## src/rtl/rr_arbiter_4way_if.sv

```systemverilog
`default_nettype none
// ============================================================================
// Module      : rr_arbiter_4way_if
// Description : Request/grant bundle between four requesters and the
//               round-robin arbiter guarding one shared resource.
// Revision    : 1.0 - initial release
// ============================================================================
interface rr_arbiter_4way_if;
    logic [3:0] req;        // level request, one bit per requester
    logic       done;       // current owner has finished
    logic [3:0] grant;      // one-hot grant, all zero when idle
    logic [1:0] grant_idx;  // index of current or last owner
    logic       busy;       // a grant is active
    logic       timeout;    // one-cycle pulse on forced release

    // Requester side: drives requests and completion, observes the grant.
    modport master (
        output req,
        output done,
        input  grant,
        input  grant_idx,
        input  busy,
        input  timeout
    );

    // Arbiter side.
    modport slave (
        input  req,
        input  done,
        output grant,
        output grant_idx,
        output busy,
        output timeout
    );
endinterface
`default_nettype wire

```

## src/rtl/rr_arbiter_4way.sv

```systemverilog
`default_nettype none
// ============================================================================
// Module      : rr_arbiter_4way
// Description : Four-way round-robin arbiter with hold-time limit and
//               done-handshake release. The winner is kept as a 2-bit index
//               and decoded to a registered one-hot grant.
// Revision    : 1.0 - initial release
// ============================================================================
module rr_arbiter_4way #(
    parameter int MAX_HOLD = 8,   // cycles a grant may stay asserted (1..255)
    parameter int CNT_W    = 8    // hold counter width, 2**CNT_W > MAX_HOLD
) (
    input  wire                 clk,
    input  wire                 rst_n,
    rr_arbiter_4way_if.slave    bus
);

    localparam logic [0:0]       S_IDLE      = 1'b0;
    localparam logic [0:0]       S_GRANT     = 1'b1;
    localparam logic [CNT_W-1:0] c_max_hold  = CNT_W'(MAX_HOLD);
    localparam logic [CNT_W-1:0] c_cnt_one   = CNT_W'(1);

    logic [0:0]       r_state;
    logic [1:0]       r_ptr;
    logic [CNT_W-1:0] r_cnt;
    logic [1:0]       r_grant_idx;
    logic             r_busy;
    logic [3:0]       r_grant;
    logic             r_timeout;

    logic [7:0]       w_req_dbl;
    logic [3:0]       w_rot;
    logic [1:0]       w_offset;
    logic [1:0]       w_winner;
    logic [3:0]       w_winner_onehot;
    logic             w_rel_done;
    logic             w_rel_withdraw;
    logic             w_rel_max;
    logic             w_release;

    // Rotating the doubled request vector by ptr puts the highest-priority
    // requester at bit 0, so a fixed priority encoder yields the fair winner.
    assign w_req_dbl = {bus.req, bus.req};

    // Find the first requester at or after ptr in circular order.
    always_comb begin
        w_rot    = w_req_dbl[r_ptr +: 4];
        w_offset = 2'd0;
        if (w_rot[0])      w_offset = 2'd0;
        else if (w_rot[1]) w_offset = 2'd1;
        else if (w_rot[2]) w_offset = 2'd2;
        else               w_offset = 2'd3;
    end

    assign w_winner        = r_ptr + w_offset;
    assign w_winner_onehot = 4'b0001 << w_winner;

    // Release causes while a grant is held; only the owner's req bit matters.
    assign w_rel_done     = bus.done;
    assign w_rel_withdraw = ~bus.req[r_grant_idx];
    assign w_rel_max      = (r_cnt == c_max_hold);
    assign w_release      = w_rel_done | w_rel_withdraw | w_rel_max;

    // Two-state arbitration FSM with registered grant, index, busy and timeout.
    always_ff @(posedge clk or negedge rst_n) begin
        if (!rst_n) begin
            r_state     <= S_IDLE;
            r_ptr       <= 2'd0;
            r_cnt       <= '0;
            r_grant_idx <= 2'd0;
            r_busy      <= 1'b0;
            r_grant     <= 4'b0000;
            r_timeout   <= 1'b0;
        end else begin
            r_timeout <= 1'b0;
            case (r_state)
                S_IDLE: begin
                    // done is meaningless here; only requests start a grant.
                    if (|bus.req) begin
                        r_state     <= S_GRANT;
                        r_grant_idx <= w_winner;
                        r_grant     <= w_winner_onehot;
                        r_busy      <= 1'b1;
                        r_cnt       <= c_cnt_one;
                    end
                end
                S_GRANT: begin
                    if (w_release) begin
                        // Always pass through IDLE so owners never abut.
                        r_state   <= S_IDLE;
                        r_busy    <= 1'b0;
                        r_grant   <= 4'b0000;
                        r_cnt     <= '0;
                        r_ptr     <= r_grant_idx + 2'd1;
                        r_timeout <= w_rel_max & ~w_rel_done & ~w_rel_withdraw;
                    end else if (r_cnt != c_max_hold) begin
                        r_cnt <= r_cnt + c_cnt_one;
                    end
                end
                default: begin
                    r_state <= S_IDLE;
                    r_busy  <= 1'b0;
                    r_grant <= 4'b0000;
                    r_cnt   <= '0;
                end
            endcase
        end
    end

    assign bus.grant     = r_grant;
    assign bus.grant_idx = r_grant_idx;
    assign bus.busy      = r_busy;
    assign bus.timeout   = r_timeout;

endmodule
`default_nettype wire

```

## src/flat_wrapper.sv

```systemverilog
// flat-port wrapper written by rule: the top's interface ports become plain ports
module rr_arbiter_4way_flat 
#(
    parameter int MAX_HOLD = 8,                                               
    parameter int CNT_W    = 8                                              
)
  (clk, rst_n, bus_req, bus_done, bus_grant, bus_grant_idx, bus_busy, bus_timeout);
  rr_arbiter_4way_if bus_i ();
  input  wire clk;
  input  wire rst_n;
  input wire logic [$bits(bus_i.req)-1:0] bus_req;
  input wire logic [$bits(bus_i.done)-1:0] bus_done;
  output wire logic [$bits(bus_i.grant)-1:0] bus_grant;
  output wire logic [$bits(bus_i.grant_idx)-1:0] bus_grant_idx;
  output wire logic [$bits(bus_i.busy)-1:0] bus_busy;
  output wire logic [$bits(bus_i.timeout)-1:0] bus_timeout;
  assign bus_i.req = bus_req;
  assign bus_i.done = bus_done;
  assign bus_grant = bus_i.grant;
  assign bus_grant_idx = bus_i.grant_idx;
  assign bus_busy = bus_i.busy;
  assign bus_timeout = bus_i.timeout;
  rr_arbiter_4way #(.MAX_HOLD(MAX_HOLD), .CNT_W(CNT_W)) u_core (.clk(clk), .rst_n(rst_n), .bus(bus_i));
endmodule
```

## config.mk

```make
export PLATFORM = sky130hd
export DESIGN_NAME = rr_arbiter_4way_flat
export DESIGN_NICKNAME = d
export VERILOG_FILES = /design/src/rtl/rr_arbiter_4way_if.sv /design/src/rtl/rr_arbiter_4way.sv /design/src/flat_wrapper.sv
export SDC_FILE = /design/constraint.sdc
export NUM_CORES = 1
export LEC_CHECK = 0
export CORE_ASPECT_RATIO = 0.9
export CORE_MARGIN = 2
export CORE_UTILIZATION = 55
export CTS_CLUSTER_SIZE = 20
export DETAILED_ROUTE_END_ITERATION = 8
export DONT_BUFFER_PORTS = 1
export PLACE_DENSITY = 0.77
export SLEW_MARGIN = 40
export SYNTH_ARGS = -nofsm -noshare
export SYNTH_HDL_FRONTEND = slang
export SYNTH_SLANG_ARGS = --single-unit
```

## constraint.sdc

```tcl
create_clock -name clk -period 3.7 [get_ports clk]
set_clock_uncertainty 0.05 [all_clocks]
set_input_delay 0.74 -clock clk [delete_from_list [all_inputs] [get_ports clk]]
set_output_delay 0.74 -clock clk [all_outputs]
set_load 0.1 [all_outputs]
```

### After elaboration in Yosys (flattened, before gate mapping)

Index checks and enable logic that the tools add are counted.

* flip-flop bits (word level): 19
* input port bits: 7
* output and inout port bits: 8
* word-level logic and storage cells: 50

* add/subtract/negate cells: 3
* $lt $le $gt $ge: 1
* equal/unequal tests: 5
* shifts and indexed selects: 2
* multiplexer cells: 20
* bitwise logic cells: 7
* reduce and logical (&&, ||, !) cells: 5

Operators with widths (number)
* two-way mux 8 bit: 3
* one-hot mux 8 bit (2 select lines): 1
* adder 8 x 1 -> 8 bit, second input constant: 1
* equality test 8 x 4 -> 1 bit, second input constant: 1
* two-way mux 1 bit: 8
* two-way mux 4 bit: 2
* != test 8 x 4 -> 1 bit, second input constant: 1
* one-hot mux 4 bit (2 select lines): 1
* AND reduction 2 bit: 4
* variable part select 8 x 3 -> 3 bit: 1
* two-way mux 2 bit: 2
* one-hot mux 1 bit (2 select lines): 2
* OR reduction 4 bit: 1
* left shift 1 x 2 -> 4 bit, first input constant: 1
* less-than comparator 2 x 3 -> 1 bit, second input constant: 1
* != test 3 bit, second input constant: 1
* NOT 1 bit: 3
* adder 2 x 1 -> 2 bit, second input constant: 1
* adder 2 bit: 1
* bitwise AND 1 bit: 2
* binary-select mux 1 bit (select 2 bit): 1
* != test 2 x 1 -> 1 bit, second input constant: 1
* != test 2 bit, second input constant: 1
* bitwise OR 1 bit: 2

### Logic depth before layout (Yosys ltp)

* word-level depth: 8
* gate-level depth with buffers: 10
* depth with buffers taken out: 9

### Least setup slack after synthesis

OpenSTA, ideal clock, no wires.

* path kind: reg-to-reg
* start: register u_core.r_grant_idx[1] (netlist: u_core.bus.grant_idx[1])
* end: register u_core.r_ptr[1]
* setup time: 0.125 ns
* arrival time: 2.092 ns
* required time: 3.525 ns
* slack: 1.433 ns
* stages on the path, launching flop included: 5
* path buffers: 0
* period minus slack after synthesis: 2.267 ns
* cell sequence: dfrtp_1 -> mux2i_1 -> o22ai_4 -> a21oi_1 -> mux2_2

* cells in the longest elaborated chain, start to end: 6
* elaborated cells on any way between the ends: 7
* classes of those cells: add/sub: 1; mux: 2; bitwise: 3; reduce/logical: 1

RTL lines
* start, declared: line rr_arbiter_4way.sv:26 `logic [1:0] r_grant_idx;`
* start signal, assigned: line rr_arbiter_4way.sv:81 `r_grant_idx <= w_winner;`
* binary-select mux 1 bit (select 2 bit): line rr_arbiter_4way.sv:60 `assign w_rel_withdraw = ~bus.req[r_grant_idx];`
* two-way mux 1 bit (not written as such): line rr_arbiter_4way.sv:60
* NOT 1 bit: line rr_arbiter_4way.sv:60
* bitwise OR 1 bit (2 in a row): line rr_arbiter_4way.sv:62 `assign w_release = w_rel_done | w_rel_withdraw | w_rel_max;`
* AND reduction 2 bit (no line)
* end signal, assigned: line rr_arbiter_4way.sv:94 `r_ptr <= r_grant_idx + 2'd1;`
* end, declared: line rr_arbiter_4way.sv:24 `logic [1:0] r_ptr;`

Several ways; a longest one is shown, not always the timed one. The select of a mux whose other input is x is not followed.
A chain may end at the register's enable or synchronous reset.

### Worst setup path after layout

* start: register u_core.r_ptr[0]
* end: register u_core.r_grant[1] (netlist: u_core.bus.grant[1])

* cells in the longest elaborated chain, start to end: 8

RTL lines
* variable part select 8 x 3 -> 3 bit: line rr_arbiter_4way.sv:47 `w_rot = w_req_dbl[r_ptr +: 4];`
* two-way mux 1 bit: line rr_arbiter_4way.sv:51 `else if (w_rot[2]) w_offset = 2'd2;`
* two-way mux 2 bit: line rr_arbiter_4way.sv:50 `else if (w_rot[1]) w_offset = 2'd1;`
* two-way mux 2 bit: line rr_arbiter_4way.sv:49 `if (w_rot[0]) w_offset = 2'd0;`
* adder 2 bit (*): line rr_arbiter_4way.sv:55 `assign w_winner = r_ptr + w_offset;`
* left shift 1 x 2 -> 4 bit (*): line rr_arbiter_4way.sv:56 `assign w_winner_onehot = 4'b0001 << w_winner;`
* two-way mux 4 bit (*): line rr_arbiter_4way.sv:79 `if (|bus.req) begin`
* one-hot mux 4 bit (2 select lines) (*): line rr_arbiter_4way.sv:76 `case (r_state)`
* end signal, assigned: line rr_arbiter_4way.sv:82 `r_grant <= w_winner_onehot;`
* end, declared: line rr_arbiter_4way.sv:28 `logic [3:0] r_grant;`

Every way passes the cells marked *; elsewhere a longest branch is shown, timed or not. The select of a mux whose other input is x is not followed.

==> impl_metrics.py <==
metrics = {
    "synth": {
        "ys_ff_latch": 19,
        "yosysUniqueCellTypes": 37,
        "avgSynthCellArea_sq_um": 9.61,
        "synth_ff_type": "dfrtp_1",
        "syn_nets": 127,
        "syn_inst": 117,
        "synth-edff-count": 0,
        "yosysWarnings": 0,
        "ys_seq_area_share_pct": 42.3,
        "netlist_area_sq_um": 1120,
        "synthArstFlopShare_pct": 100,
    },
    "cts": {
        "clkLatencyLatePin_ps": 310,
        "holdBufCountCts": 0,
        "clockRootBuffer": "clkbuf_4",
        "post-cts-setup-buffers": 0,
        "cts_sinks": 19,
        "cts_tree": "built",
        "post_cts_resized": 0,
        "clockBufferDepth": 2,
        "h-tree-depth": 1,
        "cts_buffers": 3,
        "clkTransAtPathRegs_ps": 110,
    },
    "status": {
        "status": "complete, no violations",
    },
    "routing": {
        "met3_length_microns": 94,
        "vias": 875,
        "dr.pass1.iters": 4,
        "postRouteAntennaNets": 0,
        "drcViolationCount": 0,
        "routed_wl_microns": 2210,
        "vias_per_cell": 5.99,
        "wl_met1_microns": 1010,
        "routed-wl-met2_microns": 1060,
        "wl_per_cell_microns": 15.1,
        "drt_iter0_markers": 40,
        "highest_layer": "met4",
    },
    "global_route": {
        "grt_max_degree": 20,
        "grt_pass1_vias": 791,
        "grt_pass1_wl_microns": 3590,
        "grtUsageTotal_pct": 21.0,
        "antenna_found_initial": 0,
        "gr-total-overflow": 0,
    },
    "die": {
        "dieHeight_microns": 46.9,
        "die_area_sq_um": 2420,
        "die_x_microns": 51.7,
        "core_sq_um": 1910,
        "row_count": 15,
        "start_util_pct": 58.8,
        "ios": 15,
    },
    "worst_setup_path": {
        "worstPathRequired_ps": 3830,
        "worstPathMaxFanout": 9,
        "critPathCaptureType": "flop",
        "critical_path_class": "flop to flop",
        "crit_chain": "nand2_1 -> o22ai_1 -> o21ai_0 -> o311ai_0 -> ha_1 -> or4_1 -> nand4_1 -> o22ai_1",
        "start_kind": "flop",
        "slowest_delay_ps": 500,
        "cp.arrival_ps": 2380,
        "worst-path-buf-inv": 0,
        "cpMostUsedCell": "o22ai_1",
        "r2r_slack_ps": 1450,
        "cp_slowest_cell": "dfrtp_1",
        "crit_family": "simple AND/OR/NAND/NOR gates",
    },
    "final_layout": {
        "final_common_cell": "dfrtp_1",
        "final_area_sq_um": 1190,
        "final_cell_mix": "dfrtp_1 (14), inv_1 (13), nand2_1 (13)",
        "area_growth_pct": 5.67,
        "multi_input_area_sq_um": 584,
        "fin_nets": 132,
        "seqCellArea_sq_um": 482,
        "layout-drive-gt1-share_pct": 16.5,
        "fill_cells": 158,
        "antenna_cells": 0,
    },
    "timing": {
        "min_period_ps": 2250,
        "drv_slew": 0,
        "rsz0062_at_grt": "no",
        "max_clock_freq_mhz": 445,
        "tightest_slew_ps": 863,
        "max_slew_margin_pct": 42.5,
        "setup_tns_ps": 0,
        "period_share_pct": 60.7,
        "finalSetupViolCount": 0,
        "hold_viol": 0,
    },
    "placed_design": {
        "gp_congestion": 0.798,
        "port_buffers": 0,
        "dp_hpwl_microns": 1620,
        "placed_cell_area_sq_um": 1150,
    },
    "hold_path": {
        "hp-class": "input pin to async pin",
    },
    "pwr": {
        "leakagePower_nw": 0.479,
        "power_density_nw_per_um2": 834,
        "ir_worst_vdd_mv": 0.537,
    },
    "job": {
        "max_cap_viol_count": 0,
    },
}
synthesized netlist by cell type, drive strengths merged (2+ instances only):
cell | instances | area share [%]
nand3 | 4 | 1.8
mux2i | 4 | 3.6
o21ai | 9 | 4.0
a41oi | 2 | 1.6
nand2 | 13 | 4.3
or4 | 3 | 2.3
ha | 3 | 3.3
nand2b | 3 | 1.7
o311ai | 2 | 1.6
buf | 2 | 1.4
or3 | 2 | 1.1
dfrtp | 19 | 42
o22ai | 4 | 3.4
nand4 | 2 | 1.1
o2bb2ai | 2 | 1.6
nor2b | 2 | 1.1
inv | 13 | 4.3
nor2 | 7 | 3.0
or2 | 2 | 1.1
xor2 | 2 | 1.6
mux2 | 4 | 4.3
a21oi | 3 | 1.3
metrics by stage:
| stage | hold WS (ps) | utilization, % | std cells | setup WS [ps] | total power, mW |
|---|---|---|---|---|---|
| 6_report | 58.0 | 62.1 | 146 | 1450 | 0.991 |
| 5_1_grt | 43.5 | 62.1 | 146 | 1290 | 1.05 |
| 4_1_cts | 54.8 | 61.8 | 146 | 1450 | 0.993 |
| 2_1_floorplan | 394 | - | 117 | 1430 | 0.803 |
| 3_3_place_gp | 395 | 60.3 | 142 | 1350 | 0.864 |
| 3_5_place_dp | 395 | 60.3 | 142 | 1260 | 0.884 |
worst register-to-register path, stage by stage (launching register included):
cell and delay [ps]:
dfrtp_1 500, nand2_1 130, o22ai_1 90, o21ai_0 150, o311ai_0 150, ha_1 240, or4_1 480, nand4_1 210
o22ai_1 120
registers in the layout, summed over array words and instances, names as in the netlist:
signal	flops
u_core.r_cnt	8
u_core.bus.grant	4
u_core.bus.grant_idx	2
u_core.r_ptr	2
u_core.bus.busy	1
u_core.bus.timeout	1
u_core.r_state	1
final timing paths:
check / from / to / cells after the start
max in group asynchronous: rst_n / u_core.bus.busy / 0
worst max-delay path: u_core.r_ptr[0] / u_core.bus.grant[1] / 8
worst min-delay path: rst_n / u_core.r_cnt[1] / 0
min in group clk: u_core.r_cnt[1] / u_core.r_cnt[1] / 2
worst max register to register: u_core.r_ptr[0] / u_core.bus.grant[1] / 8
worst min register to register: u_core.r_cnt[1] / u_core.r_cnt[1] / 2
report_power, final:
part	switching [mW]	internal (mW)	leakage (nW)
Clock	0.0669	0.0404	0.0177
Sequential	0.177	0.264	0.240
Combinational	0.276	0.168	0.221
Total	0.519	0.472	0.479
cell families (layout without fill, tap and decap cells):
| family | Yosys count | after routing | share of synthesized area [%] |
|---|---|---|---|
| DFF | 19 | 19 | 42.3 |
| xor gates and xnor gates | 2 | 2 | 1.56 |
| buffers and inverters | 15 | 19 | 5.78 |
| AOI/OAI and AO/OA | 27 | 27 | 17.6 |
| adders and majority gates | 3 | 3 | 3.34 |
| and+or+nand+nor | 43 | 43 | 21.6 |
| muxes | 8 | 8 | 7.90 |
metal layers:
metal  up-vias  GRT usage, %
met2        27          33.3
li1        432             -
met4         0          10.0
met5         -             0
met3         4          6.05
met1       412          27.0
cell type report:
cell class                 count  area share (%)
timing repair buffer           2            1.26
clock inverter                 1           0.421
multi-input combinational     83            49.2
tap                           25            2.63
clock buffer                   3            1.89
inverter                      13            4.11
sequential                    19            40.5
(Power assumes the default switching activity.)
